`config.mk`:
```
export PLATFORM = sky130hd
export DESIGN_NAME = sha256_const_fetch
export DESIGN_NICKNAME = d
export VERILOG_FILES = /design/src/rtl/sha256_const_fetch.sv
export SDC_FILE = /design/constraint.sdc
export NUM_CORES = 1
export LEC_CHECK = 0
export CORE_MARGIN = 2
export CORE_UTILIZATION = 46
export CTS_BUF_LIST = sky130_fd_sc_hd__clkbuf_8 sky130_fd_sc_hd__clkbuf_16
export CTS_CLUSTER_SIZE = 12
export DETAILED_ROUTE_END_ITERATION = 8
export PLACE_DENSITY = 0.81
export SYNTH_ARGS = -nofsm -noshare
export SYNTH_HDL_FRONTEND = slang
export SYNTH_SLANG_ARGS = --single-unit
```
`constraint.sdc`:
```
create_clock -name clk -period 2.46 [get_ports clk]
set_input_delay 0.246 -clock clk [delete_from_list [all_inputs] [get_ports clk]]
set_output_delay 0.246 -clock clk [all_outputs]
set_load 0.02 [all_outputs]
```
`src/rtl/sha256_const_fetch.sv`:
```
// Burst fetch of SHA-256 constants from byte-wide asynchronous EEPROMs onto a valid/ready stream.
// Generates registered CE_n/OE_n timing and holds each assembled word under backpressure.
module sha256_const_fetch #(
  parameter int unsigned ADDR_W   = 13,
  parameter int unsigned LANES    = 4,
  parameter int unsigned LANE_W   = 8,
  parameter int unsigned WAIT_CYC = 4,
  parameter int unsigned GAP_CYC  = 1,
  parameter int unsigned LEN_W    = 7
) (
  input  logic                      clk,
  input  logic                      rst_n,
  input  logic                      req_valid,
  output logic                      req_ready,
  input  logic [ADDR_W-1:0]         req_addr,
  input  logic [LEN_W-1:0]          req_len,
  output logic                      out_valid,
  input  logic                      out_ready,
  output logic [LANES*LANE_W-1:0]   out_data,
  output logic                      out_last,
  output logic                      busy,
  output logic [ADDR_W-1:0]         rom_a,
  input  logic [LANES*LANE_W-1:0]   rom_io,
  output logic                      rom_ce_n,
  output logic                      rom_oe_n,
  output logic                      rom_we_n
);

  localparam int unsigned DataW = LANES * LANE_W;
  localparam int unsigned MaxCyc = (WAIT_CYC > GAP_CYC) ? WAIT_CYC : GAP_CYC;
  localparam int unsigned CntW = (MaxCyc < 2) ? 1 : $clog2(MaxCyc);

  typedef enum logic [2:0] {StIdle, StSetup, StAccess, StHold, StGap} state_e;

  state_e             state_q, state_d;
  logic [ADDR_W-1:0]  rom_a_q, rom_a_d;
  logic [LEN_W-1:0]   remaining_q, remaining_d;
  logic [CntW-1:0]    cnt_q, cnt_d;
  logic               ce_n_q, ce_n_d;
  logic               oe_n_q;
  logic               out_valid_q, out_valid_d;
  logic               out_last_q, out_last_d;
  logic [DataW-1:0]   out_data_q, out_data_d;

  always_comb begin
    state_d     = state_q;
    rom_a_d     = rom_a_q;
    remaining_d = remaining_q;
    cnt_d       = cnt_q;
    ce_n_d      = ce_n_q;
    out_valid_d = out_valid_q;
    out_last_d  = out_last_q;
    out_data_d  = out_data_q;
    case (state_q)
      StIdle: begin
        if (req_valid && (req_len != '0)) begin
          rom_a_d     = req_addr;
          remaining_d = req_len;
          state_d     = StSetup;
        end
      end
      StSetup: begin
        ce_n_d  = 1'b0;
        cnt_d   = '0;
        state_d = StAccess;
      end
      StAccess: begin
        if (cnt_q == CntW'(WAIT_CYC - 1)) begin
          out_data_d  = rom_io;
          out_valid_d = 1'b1;
          out_last_d  = (remaining_q == LEN_W'(1));
          ce_n_d      = 1'b1;
          state_d     = StHold;
        end else begin
          cnt_d = cnt_q + CntW'(1);
        end
      end
      StHold: begin
        if (out_ready) begin
          out_valid_d = 1'b0;
          out_last_d  = 1'b0;
          remaining_d = remaining_q - LEN_W'(1);
          if (remaining_q == LEN_W'(1)) begin
            state_d = StIdle;
          end else begin
            // Wraps modulo 2^ADDR_W; GAP doubles as address setup time.
            rom_a_d = rom_a_q + ADDR_W'(1);
            cnt_d   = '0;
            state_d = StGap;
          end
        end
      end
      StGap: begin
        if (cnt_q == CntW'(GAP_CYC - 1)) begin
          ce_n_d  = 1'b0;
          cnt_d   = '0;
          state_d = StAccess;
        end else begin
          cnt_d = cnt_q + CntW'(1);
        end
      end
      default: state_d = StIdle;
    endcase
  end

  always_ff @(posedge clk or negedge rst_n) begin
    if (!rst_n) begin
      state_q     <= StIdle;
      rom_a_q     <= '0;
      remaining_q <= '0;
      cnt_q       <= '0;
      ce_n_q      <= 1'b1;
      oe_n_q      <= 1'b1;
      out_valid_q <= 1'b0;
      out_last_q  <= 1'b0;
      out_data_q  <= '0;
    end else begin
      state_q     <= state_d;
      rom_a_q     <= rom_a_d;
      remaining_q <= remaining_d;
      cnt_q       <= cnt_d;
      ce_n_q      <= ce_n_d;
      oe_n_q      <= ce_n_d;
      out_valid_q <= out_valid_d;
      out_last_q  <= out_last_d;
      out_data_q  <= out_data_d;
    end
  end

  assign req_ready = (state_q == StIdle);
  assign busy      = (state_q != StIdle);
  assign out_valid = out_valid_q;
  assign out_last  = out_last_q;
  assign out_data  = out_data_q;
  assign rom_a     = rom_a_q;
  assign rom_ce_n  = ce_n_q;
  assign rom_oe_n  = oe_n_q;
  assign rom_we_n  = 1'b1;

endmodule

```
==> results of run 1 <==
[kinds of logic after synthesis]
| family | count (synthesis) |
|---|---|
| compound gates | 76 |
| simple gates | 75 |
| flops | 60 |
| mux | 37 |
| buf+inv | 33 |
| fa+ha+maj | 6 |
| other cells | 1 |
| xor+xnor | 1 |
[power breakdown]
part           switching [mW]  internal, mW  leakage (nW)
combinational            1.63          1.60          1.03
clock                   0.383         0.486         0.109
sequential              0.364          1.46         0.751
total                    2.38          3.54          1.89
[layout by cell type (no fill, tap or decap), types with 3 or more instances in the layout]
cell type / netlist / routed
nand3_1: 9 / 9
o22ai_1: 6 / 6
mux2_2: 33 / 33
a2bb2oi_1: 9 / 9
nor2_1: 10 / 10
buf_4: 3 / 10
clkdlybuf4s50_1: 0 / 105
dfrtp_1: 59 / 59
clkbuf_8: 0 / 10
nand3b_1: 4 / 4
nand2_1: 20 / 20
o221ai_1: 4 / 4
nand2b_1: 3 / 3
and2_1: 4 / 4
and3_1: 4 / 4
a211oi_1: 10 / 10
nor3_1: 3 / 3
o21ai_0: 13 / 13
a221oi_1: 3 / 3
inv_1: 9 / 11
ha_1: 6 / 6
a21oi_1: 7 / 7
nand4_1: 7 / 7
[path summary, 6_finish.rpt]
| path | from | end | slack [ns] | cells past startpoint |
|---|---|---|---|---|
| min reg2reg | out_data[25] | out_data[25] | 0.50 | 1 |
| min | rst_n | rom_a[10] | 0.37 | 2 |
| max | state_q[2] | rom_a[1] | 0.25 | 4 |
| min in group clk | out_data[25] | out_data[25] | 0.50 | 1 |
| max reg2reg | state_q[2] | rom_a[1] | 0.25 | 4 |
| max in group asynchronous | rst_n | rom_a[3] | 1.53 | 3 |
[final cells by class]
| cell class | count | area share |
|---|---|---|
| clock buffers | 10 | 0.0305 |
| clock inverters | 6 | 0.0125 |
| inverters | 9 | 0.00749 |
| multi-input cells | 196 | 0.337 |
| flip-flops and latches | 60 | 0.333 |
| well taps | 80 | 0.0222 |
| repair buffers | 118 | 0.257 |
[state kept, by name, summed over array words and instances (netlist names)]
register,count
cnt_q,2
out_data,32
out_last,1
out_valid,1
remaining_q,7
rom_a,13
rom_oe_n,1
state_q,3
[stage by stage]
step                hold WS, ns  utilization
floorplan               -0.0496            -
global placement          0.168        0.641
detailed placement        0.176        0.641
CTS                       0.364        0.672
global route              0.384        0.672
finish                    0.367        0.672
[synthesized netlist by cell type, types with 4 or more instances]
cell type / n
mux2_2: 33
nand3b_1: 4
ha_1: 6
o22ai_1: 6
buf_2: 11
a2bb2oi_1: 9
and2_1: 4
dfrtp_1: 59
a21oi_1: 7
nand2_1: 20
nor2_1: 10
nand4_1: 7
clkbuf_1: 8
o221ai_1: 4
inv_1: 9
o21ai_0: 13
and3_1: 4
nand3_1: 9
a211oi_1: 10
[per-layer routing]
layer,vias up,routed length [um]
met4,0,106
met1,1325,3350
li1,1294,-
met5,-,0
met3,8,412
met2,83,3990
[timing repair]
item | CTS | global route
setup endpoints to repair | 0 | 0
endpoints found under the hold margin | 12 | 0
hold buffers | 1 | 0
==> impl_metrics.tcl, run 1 <==
set metrics [dict create \
    post-cts-setup-buffers 0 \
    cts_resized 0 \
    coreArea_um2 6720 \
    wl_per_cell_um 16.4 \
    cts_tree "built" \
    synth_mux_area_frac 0.131 \
    grt_use_met1 0.285 \
    antenna_found_initial 0 \
    yosys.area_share.simple 0.127 \
    outcome "complete, no violations" \
    slowest_stage "a21oi_2" \
    drt_iter0_drc 164 \
    synth-adder-area-share 0.0237 \
    synth_top_family_by_area "compound AO/OA/AOI/OAI gates" \
    finalSetupViolCount 0 \
    post-synth-top-area-cell "dfrtp_1" \
    gp_congestion 0.828 \
    ir_worst_vdd_uv 699 \
    synth_compound_area_frac 0.190 \
    ys_seq_elements 60 \
    multiInputGateArea_um2 1520 \
    cts.sinks 60 \
    portBuffers 106 \
    slew_viol_final 0 \
    ios 108 \
    use_met3 0.0445 \
    yosysWarningCount 0 \
    clk_latency_ns 0.33 \
    h-tree-depth 3 \
    dp.cells 462 \
    dp_slack_ns 0.207 \
    firstDrtPassIters 4 \
    grt_max_degree 48 \
    tightestPinTransition_ns 0.646 \
    cts_made_buffers 9 \
    cp.arrival_ns 2.42 \
    die_h_um 86.9 \
    die_area_um2 7560 \
    area_growth_pct 42.6 \
    gr-total-overflow 0 \
    antenna_left 0 \
    synth_nets 351 \
    start_kind "flip-flop" \
    synth-edff-count 0 \
    hold_viol_final 0 \
    fmax_mhz 453 \
    slowest_delay_ns 0.54 \
    maxCapViolations 0 \
    cpLargestDelayFamily "compound AO/OA/AOI/OAI gates" \
    cp_max_fo 15 \
    power.total_mw 5.92 \
    viasPerCell 5.66 \
    busiest_layer "met2" \
    crit_chain "or3_4, a21o_4, a21oi_2, mux2_1" \
    period_share 0.898 \
    finalNetCount 456 \
    ys_types 57 \
    fin_ws_ns 0.252 \
    grt_pass1_wl_mm 13.0 \
    num_vias 2710 \
    grt_pass1_vias 2705 \
    min_path_type "in -> async" \
    fillerInstances 515 \
    place_area_um2 4310 \
    final_cells 479 \
    use_met2 0.351 \
    seq_area_um2 1500 \
    drt-total-wl_mm 7.86 \
    avgSynthCellArea_um2 10.9 \
    ys_async_sr_fraction 1.00 \
    dp_hpwl_mm 5.67 \
    antennaDiodeCount 0 \
    start_util 0.471 \
    cts-root-buf "clkbuf_8" \
    fin_setup_tns_ns 0 \
    critical_path_class "reg -> reg" \
    clk_pin_slew_ns 0.07 \
    gr-usage-all-layers 0.217 \
    stdcell_area_um2 4510 \
    syn_inst 289 \
    clockBufferDepth 2 \
    min_period_ns 2.21 \
    power_density_nw_per_um2 1310 \
    remaining_drc_errors 0 \
    synth-xor-area-share 0.00277 \
    synthFlopType "dfrtp_1" \
    relSlewSlack 0.569 \
    ys_seq_area_frac 0.475 \
    path_buf_inv 0 \
    finClkSkew_ns 0.00717 \
    rows 30 \
    cellLeakagePower_nw 1.89 \
    ys_top_cells_by_area "dfrtp_1, mux2_2, a2bb2oi_1" \
    yosysTopAreaCellShare 0.467 \
    critPathCaptureType "flip-flop" \
    syn-cell-area_um2 3160 \
    drive_gt1_frac 0.183 \
    die_x_um 86.9 \
    cp.required_ns 2.67 \
    rsz0062_at_grt "false" \
]
No activity file was read; power rests on OpenSTA's default activity.
==> inputs of run 2 (changes only) <==
--- a/config.mk
+++ b/config.mk
@@ -5,7 +5,7 @@
 export SDC_FILE = /design/constraint.sdc
 export NUM_CORES = 1
 export LEC_CHECK = 0
-export CORE_MARGIN = 2
+export CORE_MARGIN = 3
 export CORE_UTILIZATION = 46
 export CTS_BUF_LIST = sky130_fd_sc_hd__clkbuf_8 sky130_fd_sc_hd__clkbuf_16
 export CTS_CLUSTER_SIZE = 12
==> run 2 against run 1 <==
  * Sequential power about the same
  * Sequential share of layout area about the same
  * Power increased by 3.1%
  * Clock power increased by 16%
  * Count of clock-buffer cells in the layout decreased by 1
  * Global-route usage decreased by 0.19 points
  * Largest power group unchanged
  * Highest routed layer unchanged
==> impl_metrics.tcl, run 2 (same netlist as run 1, synthesis figures left out) <==
set metrics [dict create \
    antenna_found_initial 0 \
    slowest_delay_ns 0.52 \
    dp_slack_ns 0.159 \
    h-tree-depth 3 \
    post-cts-setup-buffers 0 \
    period_share 0.896 \
    coreArea_um2 6490 \
    cts_hold_buffers 0 \
    cts_tree "built" \
    ios 108 \
    start_kind "flip-flop" \
    portBuffers 106 \
    grt_pass1_vias 2721 \
    die_h_um 88.9 \
    clk_latency_ns 0.34 \
    outcome "complete, no violations" \
    viasPerCell 5.88 \
    wl_per_cell_um 17.8 \
    die_area_um2 7910 \
    final_cells 475 \
    tightestPinTransition_ns 0.774 \
    fin_ws_ns 0.255 \
    drt-total-wl_mm 8.44 \
    finalNetCount 455 \
    num_vias 2794 \
    gp_congestion 0.822 \
    min_period_ns 2.20 \
    clockBufferDepth 2 \
    final_cell_mix "clkdlybuf4s50_1, dfrtp_1, mux2_2" \
    cp.required_ns 2.69 \
    die_x_um 88.9 \
    cp_max_fo 15 \
    fmax_mhz 454 \
    grt_max_degree 61 \
    clk_pin_slew_ns 0.08 \
    drive_gt1_frac 0.188 \
    power_density_nw_per_um2 1350 \
    antenna_left 0 \
    remaining_drc_errors 0 \
    place_area_um2 4290 \
    cellLeakagePower_nw 1.88 \
    antennaDiodeCount 0 \
    grt_pass1_wl_mm 13.2 \
    start_util 0.487 \
    relSlewSlack 0.484 \
    crit_chain "or3_4, a21o_4, a21oi_2, mux2_1" \
    cts_made_buffers 9 \
    critical_path_class "reg -> reg" \
    gr-usage-all-layers 0.215 \
    rows 29 \
    finalSetupViolCount 0 \
    maxCapViolations 0 \
    dp_hpwl_mm 5.97 \
    dp.cells 459 \
    area_growth_pct 42.7 \
    rsz0062_at_grt "false" \
    fin_setup_tns_ns 0 \
    cts_resized 0 \
    gr-total-overflow 0 \
    min_path_type "in -> async" \
    critPathCaptureType "flip-flop" \
    stdcell_area_um2 4510 \
    cts.sinks 60 \
    slowest_stage "a21oi_2" \
    cts-root-buf "clkbuf_8" \
    firstDrtPassIters 4 \
    layout_commonest_cell "clkdlybuf4s50_1" \
    drt_iter0_drc 111 \
    largest_register_ffs 32 \
    finClkSkew_ns 0.0101 \
    ir_worst_vdd_uv 830 \
    slew_viol_final 0 \
    cp.arrival_ns 2.43 \
    hold_viol_final 0 \
    utilization 0.695 \
]
## run 2: cell count changes in the layout (fill, tap and decap cells not counted), sizes merged
cell,delta
clkbuf,-1
clkinv,-1
bufinv,+1
clkinvlp,+1
dlygate4sd3,-1
## run 2: worst max-delay path: cells and delay by family (launching register included)
family | cells | cell delay (ns)
multiplexers | 1 | 0.40
AO/OA/AOI/OAI | 2 | 0.79
flip-flops | 1 | 0.49
AND/OR/NAND/NOR | 1 | 0.41
## run 2: worst paths after layout
check	startpoint	endpoint	slack, ns	cells past startpoint
max in group asynchronous	rst_n	remaining_q[4]	1.88	2
max reg2reg	state_q[2]	rom_a[1]	0.26	4
min	rst_n	rom_a[12]	0.04	2
max	state_q[2]	rom_a[1]	0.26	4
min in group clk	out_valid	out_valid	0.51	2
min reg2reg	out_valid	out_valid	0.51	2
## run 2: area by class of cell
cell class | count | area, um^2
Fill cell | 497 | 1980
Inverter | 9 | 33.8
Timing Repair Buffer | 117 | 1140
Tap cell | 77 | 96.3
Clock buffer | 9 | 124
Multi-Input combinational cell | 196 | 1520
Sequential cell | 60 | 1500
Clock inverter | 7 | 98.8
## run 2: where the power goes
group / leakage, nW / internal [mW] / total (mW) / switching, mW
logic: 1.02 / 1.60 / 3.27 / 1.67
clock network: 0.110 / 0.577 / 1.01 / 0.432
registers: 0.751 / 1.46 / 1.83 / 0.372
total: 1.88 / 3.63 / 6.11 / 2.48
## run 2: through the flow
step                total power, mW  hold WS (ns)
finish                         6.11        0.0450
floorplan                      3.81       -0.0496
global placement               5.00         0.452
global route                   6.48         0.113
CTS                            6.14        0.0827
detailed placement             5.10         0.456
## run 2: layer usage
layer / global-route usage / part of all wire / vias to the layer above
li1: - / - / 1297
met1: 0.278 / 0.41 / 1375
met2: 0.344 / 0.50 / 104
met3: 0.0664 / 0.060 / 18
met4: 0.0771 / 0.022 / 0
met5: 0 / 0 / -
